--- config.mk ---
export PLATFORM = sky130hd
export DESIGN_NAME = cpu_interlock
export DESIGN_NICKNAME = d
export VERILOG_FILES = /design/src/rtl/cpu_interlock_pkg.sv /design/src/rtl/cpu_scoreboard.sv /design/src/rtl/cpu_interlock.sv
export SDC_FILE = /design/constraint.sdc
export NUM_CORES = 1
export LEC_CHECK = 0
export CORE_ASPECT_RATIO = 1.75
export CORE_MARGIN = 2
export CORE_UTILIZATION = 51
export DETAILED_ROUTE_END_ITERATION = 10
export PLACE_DENSITY = 0.82
export SLEW_MARGIN = 0
export SYNTH_ARGS = -nofsm -noshare
export SYNTH_HDL_FRONTEND = slang
export SYNTH_SLANG_ARGS = --single-unit
--- constraint.sdc ---
create_clock -name clk_i -period 2.97 [get_ports clk_i]
set_input_delay 0.594 -clock clk_i [delete_from_list [all_inputs] [get_ports clk_i]]
set_output_delay 0.594 -clock clk_i [all_outputs]
set_load 0.02 [all_outputs]
--- src/rtl/cpu_interlock_pkg.sv ---
// rtl/cpu_interlock_pkg.sv - shared types and helpers for the mox125 hazard/sequencing controller
package cpu_interlock_pkg;

    typedef enum logic [1:0] {
        ST_IDLE  = 2'd0,
        ST_MULTI = 2'd1,
        ST_FLUSH = 2'd2
    } state_e;

    localparam int NUM_REGS  = 16;
    localparam int REG_IDX_W = 4;

    function automatic int max_int(input int a, input int b);
        return (a > b) ? a : b;
    endfunction

    // One-hot register mask, empty when the port is not enabled.
    function automatic logic [NUM_REGS-1:0] idx_mask(input logic en, input logic [REG_IDX_W-1:0] idx);
        logic [NUM_REGS-1:0] m;
        m = '0;
        if (en) begin
            m[idx] = 1'b1;
        end
        return m;
    endfunction

endpackage

--- src/rtl/cpu_scoreboard.sv ---
// rtl/cpu_scoreboard.sv - 16-entry pending-write scoreboard with four hazard lookup ports
// Optional writeback bypass of the lookup under MOX125_WB_BYPASS_EN.
module cpu_scoreboard
    import cpu_interlock_pkg::*;
(
    input  logic                 clk_i,
    input  logic                 rst_i,
    input  logic                 set_en_i,
    input  logic                 rdA_en_i,
    input  logic [REG_IDX_W-1:0] riA_i,
    input  logic                 rdB_en_i,
    input  logic [REG_IDX_W-1:0] riB_i,
    input  logic                 wr0_en_i,
    input  logic [REG_IDX_W-1:0] wr0_idx_i,
    input  logic                 wr1_en_i,
    input  logic [REG_IDX_W-1:0] wr1_idx_i,
    input  logic                 wb0_en_i,
    input  logic [REG_IDX_W-1:0] wb0_idx_i,
    input  logic                 wb1_en_i,
    input  logic [REG_IDX_W-1:0] wb1_idx_i,
    output logic                 haz_o,
    output logic [NUM_REGS-1:0]  pending_o,
    output logic [NUM_REGS-1:0]  pending_next_o
);

    logic [NUM_REGS-1:0] pending_q;
    logic [NUM_REGS-1:0] clr_mask;
    logic [NUM_REGS-1:0] set_mask;
    logic [NUM_REGS-1:0] look_vec;

    assign clr_mask = idx_mask(wb0_en_i, wb0_idx_i) | idx_mask(wb1_en_i, wb1_idx_i);
    assign set_mask = set_en_i ? (idx_mask(wr0_en_i, wr0_idx_i) | idx_mask(wr1_en_i, wr1_idx_i))
                               : '0;

    // Clear first, then set, so a same-cycle issue to a retiring register stays pending.
    assign pending_next_o = (pending_q & ~clr_mask) | set_mask;

`ifdef MOX125_WB_BYPASS_EN
    assign look_vec = pending_q & ~clr_mask;
`else
    assign look_vec = pending_q;
`endif

    assign haz_o = (rdA_en_i & look_vec[riA_i])
                 | (rdB_en_i & look_vec[riB_i])
                 | (wr0_en_i & look_vec[wr0_idx_i])
                 | (wr1_en_i & look_vec[wr1_idx_i]);

    always_ff @(posedge clk_i) begin
        if (rst_i) begin
            pending_q <= '0;
        end else begin
            pending_q <= pending_next_o;
        end
    end

    assign pending_o = pending_q;

endmodule

--- src/rtl/cpu_interlock.sv ---
// rtl/cpu_interlock.sv - mox125 decode stall/flush controller (scoreboard, multi-cycle hold, flush sequencer)
// Writeback bypass of hazard lookup selected by MOX125_WB_BYPASS_EN.
module cpu_interlock
    import cpu_interlock_pkg::*;
#(
    parameter int MC_CYCLES    = 4,
    parameter int FLUSH_CYCLES = 2
) (
    input  logic                 clk_i,
    input  logic                 rst_i,
    input  logic                 valid_i,
    input  logic                 rdA_en_i,
    input  logic                 rdB_en_i,
    input  logic [REG_IDX_W-1:0] riA_i,
    input  logic [REG_IDX_W-1:0] riB_i,
    input  logic                 wr0_en_i,
    input  logic [REG_IDX_W-1:0] wr0_idx_i,
    input  logic                 wr1_en_i,
    input  logic [REG_IDX_W-1:0] wr1_idx_i,
    input  logic                 multicycle_i,
    input  logic                 wb0_en_i,
    input  logic [REG_IDX_W-1:0] wb0_idx_i,
    input  logic                 wb1_en_i,
    input  logic [REG_IDX_W-1:0] wb1_idx_i,
    input  logic                 branch_taken_i,
    output logic                 stall_o,
    output logic                 flush_o,
    output logic                 issue_o,
    output logic [NUM_REGS-1:0]  pending_o,
    output logic                 busy_o
);

    localparam int CW = $clog2(max_int(MC_CYCLES, FLUSH_CYCLES) + 1);

    state_e              state_q, state_d;
    logic [CW-1:0]       cnt_q, cnt_d;
    logic                flush_q;
    logic                busy_q;
    logic                haz;
    logic [NUM_REGS-1:0] pending_next;

    cpu_scoreboard u_scoreboard (
        .clk_i          (clk_i),
        .rst_i          (rst_i),
        .set_en_i       (issue_o),
        .rdA_en_i       (rdA_en_i),
        .riA_i          (riA_i),
        .rdB_en_i       (rdB_en_i),
        .riB_i          (riB_i),
        .wr0_en_i       (wr0_en_i),
        .wr0_idx_i      (wr0_idx_i),
        .wr1_en_i       (wr1_en_i),
        .wr1_idx_i      (wr1_idx_i),
        .wb0_en_i       (wb0_en_i),
        .wb0_idx_i      (wb0_idx_i),
        .wb1_en_i       (wb1_en_i),
        .wb1_idx_i      (wb1_idx_i),
        .haz_o          (haz),
        .pending_o      (pending_o),
        .pending_next_o (pending_next)
    );

    assign stall_o = valid_i & ~flush_q & (haz | (state_q == ST_MULTI));
    assign issue_o = valid_i & ~stall_o & ~flush_q & ~branch_taken_i;

    // Counter holds the cycles remaining in MULTI/FLUSH including the current one.
    always_comb begin
        state_d = state_q;
        cnt_d   = cnt_q;
        if (branch_taken_i) begin
            state_d = ST_FLUSH;
            cnt_d   = CW'(FLUSH_CYCLES);
        end else begin
            case (state_q)
                ST_IDLE: begin
                    if (issue_o && multicycle_i) begin
                        state_d = ST_MULTI;
                        cnt_d   = CW'(MC_CYCLES - 1);
                    end
                end
                ST_MULTI, ST_FLUSH: begin
                    if (cnt_q <= CW'(1)) begin
                        state_d = ST_IDLE;
                        cnt_d   = '0;
                    end else begin
                        cnt_d = cnt_q - CW'(1);
                    end
                end
                default: begin
                    state_d = ST_IDLE;
                    cnt_d   = '0;
                end
            endcase
        end
    end

    always_ff @(posedge clk_i) begin
        if (rst_i) begin
            state_q <= ST_IDLE;
            cnt_q   <= '0;
            flush_q <= 1'b0;
            busy_q  <= 1'b0;
        end else begin
            state_q <= state_d;
            cnt_q   <= cnt_d;
            flush_q <= (state_d == ST_FLUSH);
            busy_q  <= (|pending_next) | (state_d != ST_IDLE);
        end
    end

    assign flush_o = flush_q;
    assign busy_o  = busy_q;

endmodule

# Word-level counts from Yosys, hierarchy flattened
# Index checks and enable logic that the tools add are counted.
totals:
  output_inout_bits: 20
  reg_bits: 23
  input_bits: 35
  word_cells: 84
classes:
  eq_ne: 5
  magnitude_cmp: 11
  mux: 29
  bitwise_logic: 22
  n_reduce_logical: 10
  n_addsub: 1
op_table:
  columns: ["cell", "n"]
  rows:
  - ["$mux 16", 5]
  - ["$or 16x16->16", 3]
  - ["$lt 4x5->1 const B", 6]
  - ["$and 16x16->16", 1]
  - ["$bmux 1 s4", 4]
  - ["$demux 1 s4", 4]
  - ["$ge 4x1->1 const B", 4]
  - ["$not 16->16", 1]
  - ["$reduce_or 16->1", 1]
  - ["$and 1x1->1", 9]
  - ["$mux 1", 8]
  - ["$mux 2", 4]
  - ["$mux 3", 2]
  - ["$pmux 3 s2", 1]
  - ["$logic_and 1x1->1", 5]
  - ["$or 1x1->1", 5]
  - ["$eq 2x2->1 const B", 2]
  - ["$pmux 2 s2", 1]
  - ["$reduce_or 2->1", 2]
  - ["$le 3x1->1 const B", 1]
  - ["$ne 3x3->1 const B", 1]
  - ["$not 1->1", 3]
  - ["$sub 3x1->3 const B", 1]
  - ["$eq 2x1->1 const B", 1]
  - ["3 further kinds", 3]

# Logic depth before layout (Yosys ltp)
logic_depth:
  ltp_word: 18
  ltp_mapped: 9
  depth_no_buf: 8

# Cells and area by module
# Synthesis repeated with hierarchy kept, for this count alone.
hier_totals:
  cells_unflattened: 238
  hier_area_um2: 2138.3
by_module_without_submodules:
  columns: ["module", "cells_per_inst", "area_per_inst_um2", "n_inst", "seq_area_each_um2"]
  rows:
  - ["cpu_scoreboard", 180, 1621.6, 1, 320.3]
  - ["cpu_interlock", 58, 516.7, 1, 140.1]

# Worst setup path before layout
# No wires, ideal clock.
synth_timing:
  path_kind: "input-to-output"
  startpoint: "input port wr1_idx_i[1]"
  endpoint: "output port issue_o"
  path_slack_ns: 0.202
  arrival_ns: 2.174
  cell_stages: 8
  n_path_buf: 2
  required_time_ns: 2.376
  cell_sequence: "clkbuf_1 -> mux4_1 -> a22o_1 -> o21ai_4 -> o211a_2 -> nand2_4 -> buf_6 -> inv_1"
synth_via:
  elab_chain_cells: 10
synth_rtl:
  columns: ["element", "line", "source"]
  rows:
  - ["start: declaration", "cpu_interlock.sv:19", "input logic [REG_IDX_W-1:0] wr1_idx_i,"]
  - ["$bmux 1 s4", "cpu_scoreboard.sv:47", "| (wr1_en_i & look_vec[wr1_idx_i]);"]
  - ["$mux 1 (not written as such)", "cpu_scoreboard.sv:47", null]
  - ["$and 1x1->1", "cpu_scoreboard.sv:47", null]
  - ["$or 1x1->1", "cpu_scoreboard.sv:47", null]
  - ["$or 1x1->1", "cpu_interlock.sv:63", "assign stall_o = valid_i & ~flush_q & (haz | (state_q == ST_MULTI));"]
  - ["$and 1x1->1", "cpu_interlock.sv:63", null]
  - ["$not 1->1", "cpu_interlock.sv:64", "assign issue_o = valid_i & ~stall_o & ~flush_q & ~branch_taken_i;"]
  - ["$and 1x1->1 (3 in a row)", "cpu_interlock.sv:64", null]
  - ["end: declaration", "cpu_interlock.sv:28", "output logic issue_o,"]
# No other way between the ends. The select of a mux whose other input is x is not followed.

# Worst setup path in the final report
layout_timing:
  startpoint: "input port wr1_idx_i[0]"
  endpoint: "output port stall_o"
layout_via:
  elab_chain_cells: 6
layout_rtl:
  columns: ["element", "line", "source"]
  rows:
  - ["$bmux 1 s4", "cpu_scoreboard.sv:47", null]
  - ["$mux 1 (not written as such)", "cpu_scoreboard.sv:47", null]
  - ["$and 1x1->1", "cpu_scoreboard.sv:47", null]
  - ["$or 1x1->1", "cpu_scoreboard.sv:47", null]
  - ["$or 1x1->1", "cpu_interlock.sv:63", null]
  - ["$and 1x1->1", "cpu_interlock.sv:63", null]
  - ["end: declaration", "cpu_interlock.sv:26", "output logic stall_o,"]
# No other way between the ends. The select of a mux whose other input is x is not followed.

==> key figures <==
Outcome
  – Status: finished, final reports clean

Global routing
  – First-pass GRT wire length: 12,500 um
  – GRT Overall Usage: 33.3%
  – Global route overflow: 0
  – Antenna violations before repair: 0
  – Largest net degree at the start of global routing: 16
  – Vias in the first global route: 2,770

Synth
  – Number of synthesized flops with an enable pin: 0
  – Number of synthesis warnings: 0
  – Mean Syn Cell Area: 8.72 um2
  – Cell taking the most area after synthesis: dfxtp_1
  – Yosys top cell area share: approximately a fifth
  – Seq cells post-synth: 23
  – Syn_nets: 305
  – Post-synthesis cell type count: 60
  – Primary FF master, synth: dfxtp_1
  – Post-synthesis cell count: 265
  – Post-Syn Area: approximately 2300 um2
  – Synth area leaders: dfxtp_1 20%, mux4_2 8.8%, a22oi_1 5.2%
  – Synth async-reset ratio: 0%
  – Post-synthesis sequential area ratio: 19.9%

Die
  – Die height: 93.1 um
  – Site Rows: 32
  – Initial Util: 53.0%
  – Io pins: 55
  – Core Area: roughly 4400 um2
  – DIE AREA: 5110 um2
  – Die Wd: 54.9 um

Detailed routing
  – Routed via count: roughly 2,700
  – Remaining DRCs: 0
  – DR WL/cell: 20.2 um
  – Detail Route Antenna Nets: 0
  – 1st-iter DRT viols: 100
  – TritonRoute pass-1 iters: 6
  – Vias/cell: 6.69
  – WL final: 8060 um

Cells and area
  – Fillers: 342
  – Final net count: 389
  – Synthesis-to-finish area growth: 38.7%
  – Ant. Diodes: 0
  – Layout cells sized above 1: 21.0%
  – Final instance area: 3210 um2

Hold path
  – Worst min path class: register to register

Critical path
  – Critical Path Fanout Max: 4
  – Arrival time worst endpoint: between 2 and 2.5 ns
  – WS Path Type: primary input to output pin
  – Startpoint types: primary input
  – Type of destination of the critical path: output pin
  – CP required: 2.38 ns

Clock network
  – CTS Buf Count: 3
  – Clk slew on worst S/H paths: 0.08 ns
  – Clk Latency, worst-skew pair: 0.27 ns
  – Max Root-Sink Buffers: 2
  – CTS tree: done
  – H-tree Lvls: 1
  – CTS root buf: clkbuf_8
  – Sink Count: 23

STA
  – Slew Viols, Final: 0
  – Clock Skew: roughly 0.0038 ns
  – Period minus WS final: 2.90 ns
  – Slew @ Worst Pin: about 0.65 ns
  – Number of hold violations in the final report: 0
  – Crit share post-route: 97.7%
  – Fin worst setup slack: between 0.06 and 0.07 ns
  – Final setup vio count: 0
  – Fmax: about 0.34 GHz
  – Relative slew slack: 55.9%

Pwr
  – Peak VDD IR: around 0.33 mV
  – P_int: about 0.55 mW
  – Switching pwr: 0.255 mW
  – Gate power share: 35.5%
  – Clock share of power: 24.2%
  – P_leak: between 1 and 1.5 nW
  – Pwr/cell area: around 250 nW/um2
  – Flop pwr share: 40.3%
  – Switching Share: a little under a third

Place
  – Placer congestion estimate: 0.916
  – Area after DPL: between 3000 and 4000 um2
  – Hpwl dp: between 6000 and 7000 um
  – Pre-CTS WS: -0.745 ns
  – Port Buffers: between 50 and 60

Flow run
  – Max Cap Violations: 0
==> metal layers <==
metal  vias to the layer above  wire (um)  part of all wire, %  track usage [%]
li1                       1210          -                    -                -
met1                      1252       2720                   34             33.2
met2                       149       4170                   52             56.9
met3                        57        511                  6.3             4.95
met4                         0        653                  8.1             26.3
met5                         -          0                    0                0
==> kinds of logic after synthesis <==
group / Yosys count / synth area share, %
AND/OR/NAND/NOR: 112 / 28.5
AO/OA/AOI/OAI: 82 / 28.4
buffers and inverters: 23 / 4.49
flip-flops: 23 / 19.9
multiplexers: 20 / 15.9
adder cells (fa/ha/maj): 5 / 2.71
==> power by group through the flow <==
stage          clock (mW)  sequential, mW  combinational [mW]
3_5_place_dp            0           0.331               0.277
4_1_cts             0.194           0.323               0.278
5_1_grt             0.206           0.325               0.305
3_3_place_gp            0           0.331               0.273
6_report            0.195           0.324               0.286
2_1_floorplan           0           0.334               0.139
==> path summary, 6_finish.rpt <==
check | startpoint | to | slack [ns] | cells past startpoint
setup / recovery | wr1_idx_i[0] | stall_o | 0.07 | 8
setup reg to reg | u_scoreboard.pending_o[6] | flush_o | 0.51 | 9
hold reg to reg | cnt_q[2] | cnt_q[2] | 0.48 | 2
hold / removal | cnt_q[2] | cnt_q[2] | 0.48 | 2
==> worst max-delay path, stage by stage <==
cell             delay, ns
clkdlybuf4s15_2       0.20
buf_6                 0.12
mux4_2                0.49
a22o_1                0.23
o21ai_4               0.21
o211ai_4              0.10
o211a_1               0.22
buf_2                 0.15
==> placed cells by master, fill, tap and decap left out, drive strengths merged, types with 5 or more instances in the layout <==
cell / Yosys / layout
clkdlybuf4s50: 0 / 44
buf: 4 / 38
dfxtp: 23 / 23
nor2: 22 / 22
o21ai: 17 / 17
a22oi: 16 / 16
nand2: 16 / 16
inv: 13 / 13
and2: 13 / 13
mux4: 12 / 12
o221ai: 11 / 11
nand2b: 10 / 10
nor2b: 10 / 10
nand3: 7 / 7
nand4: 6 / 6
a21oi: 5 / 5
ha: 5 / 5
mux2: 5 / 5
nor3: 5 / 5
==> final cells by class <==
cell class | instances | area, um2 | area share (%)
clock buffers | 3 | 41.3 | 1.29
clock inverters | 1 | 5.00 | 0.156
inverters | 13 | 48.8 | 1.52
multi-input cells | 219 | 1790 | 55.9
flip-flops and latches | 23 | 460 | 14.4
well taps | 51 | 63.8 | 1.99
repair buffers | 89 | 795 | 24.8
==> flip-flops by register name, summed over array words and instances, names as in the netlist <==
| register | cells |
|---|---|
| busy_o | 1 |
| cnt_q | 3 |
| flush_o | 1 |
| state_q | 2 |
| u_scoreboard.pending_o | 16 |
==> through the flow <==
stage / setup TNS, ns / hold WS, ns / instances / total power [mW] / utilization (%)
final: 0 / 0.476 / 399 / 0.804 / 73.5
after global routing: -0.0131 / 0.489 / 399 / 0.836 / 73.5
after CTS: 0 / 0.473 / 398 / 0.795 / 72.7
after detailed placement: -3.34 / 0.462 / 393 / 0.608 / 71.2
after global placement: -2.26 / 0.455 / 393 / 0.603 / 71.2
after floorplan: 0 / 0.439 / 265 / 0.473 / -
==> repair_timing <==
action	4_1_cts	5_1_grt
endpoints found under the setup margin	2	2
setup buffers	1	1
hold buffers	0	0
pin swaps	2	3
gates resized for setup	24	8
==> synth_stat cells, drive strengths merged, types with 7 or more instances <==
cell / number
and2: 13
nand2: 16
dfxtp: 23
o221ai: 11
nor2b: 10
o21ai: 17
mux4: 12
nand3: 7
nand2b: 10
a22oi: 16
nor2: 22
inv: 13
Power figures use the tool's default switching activity.
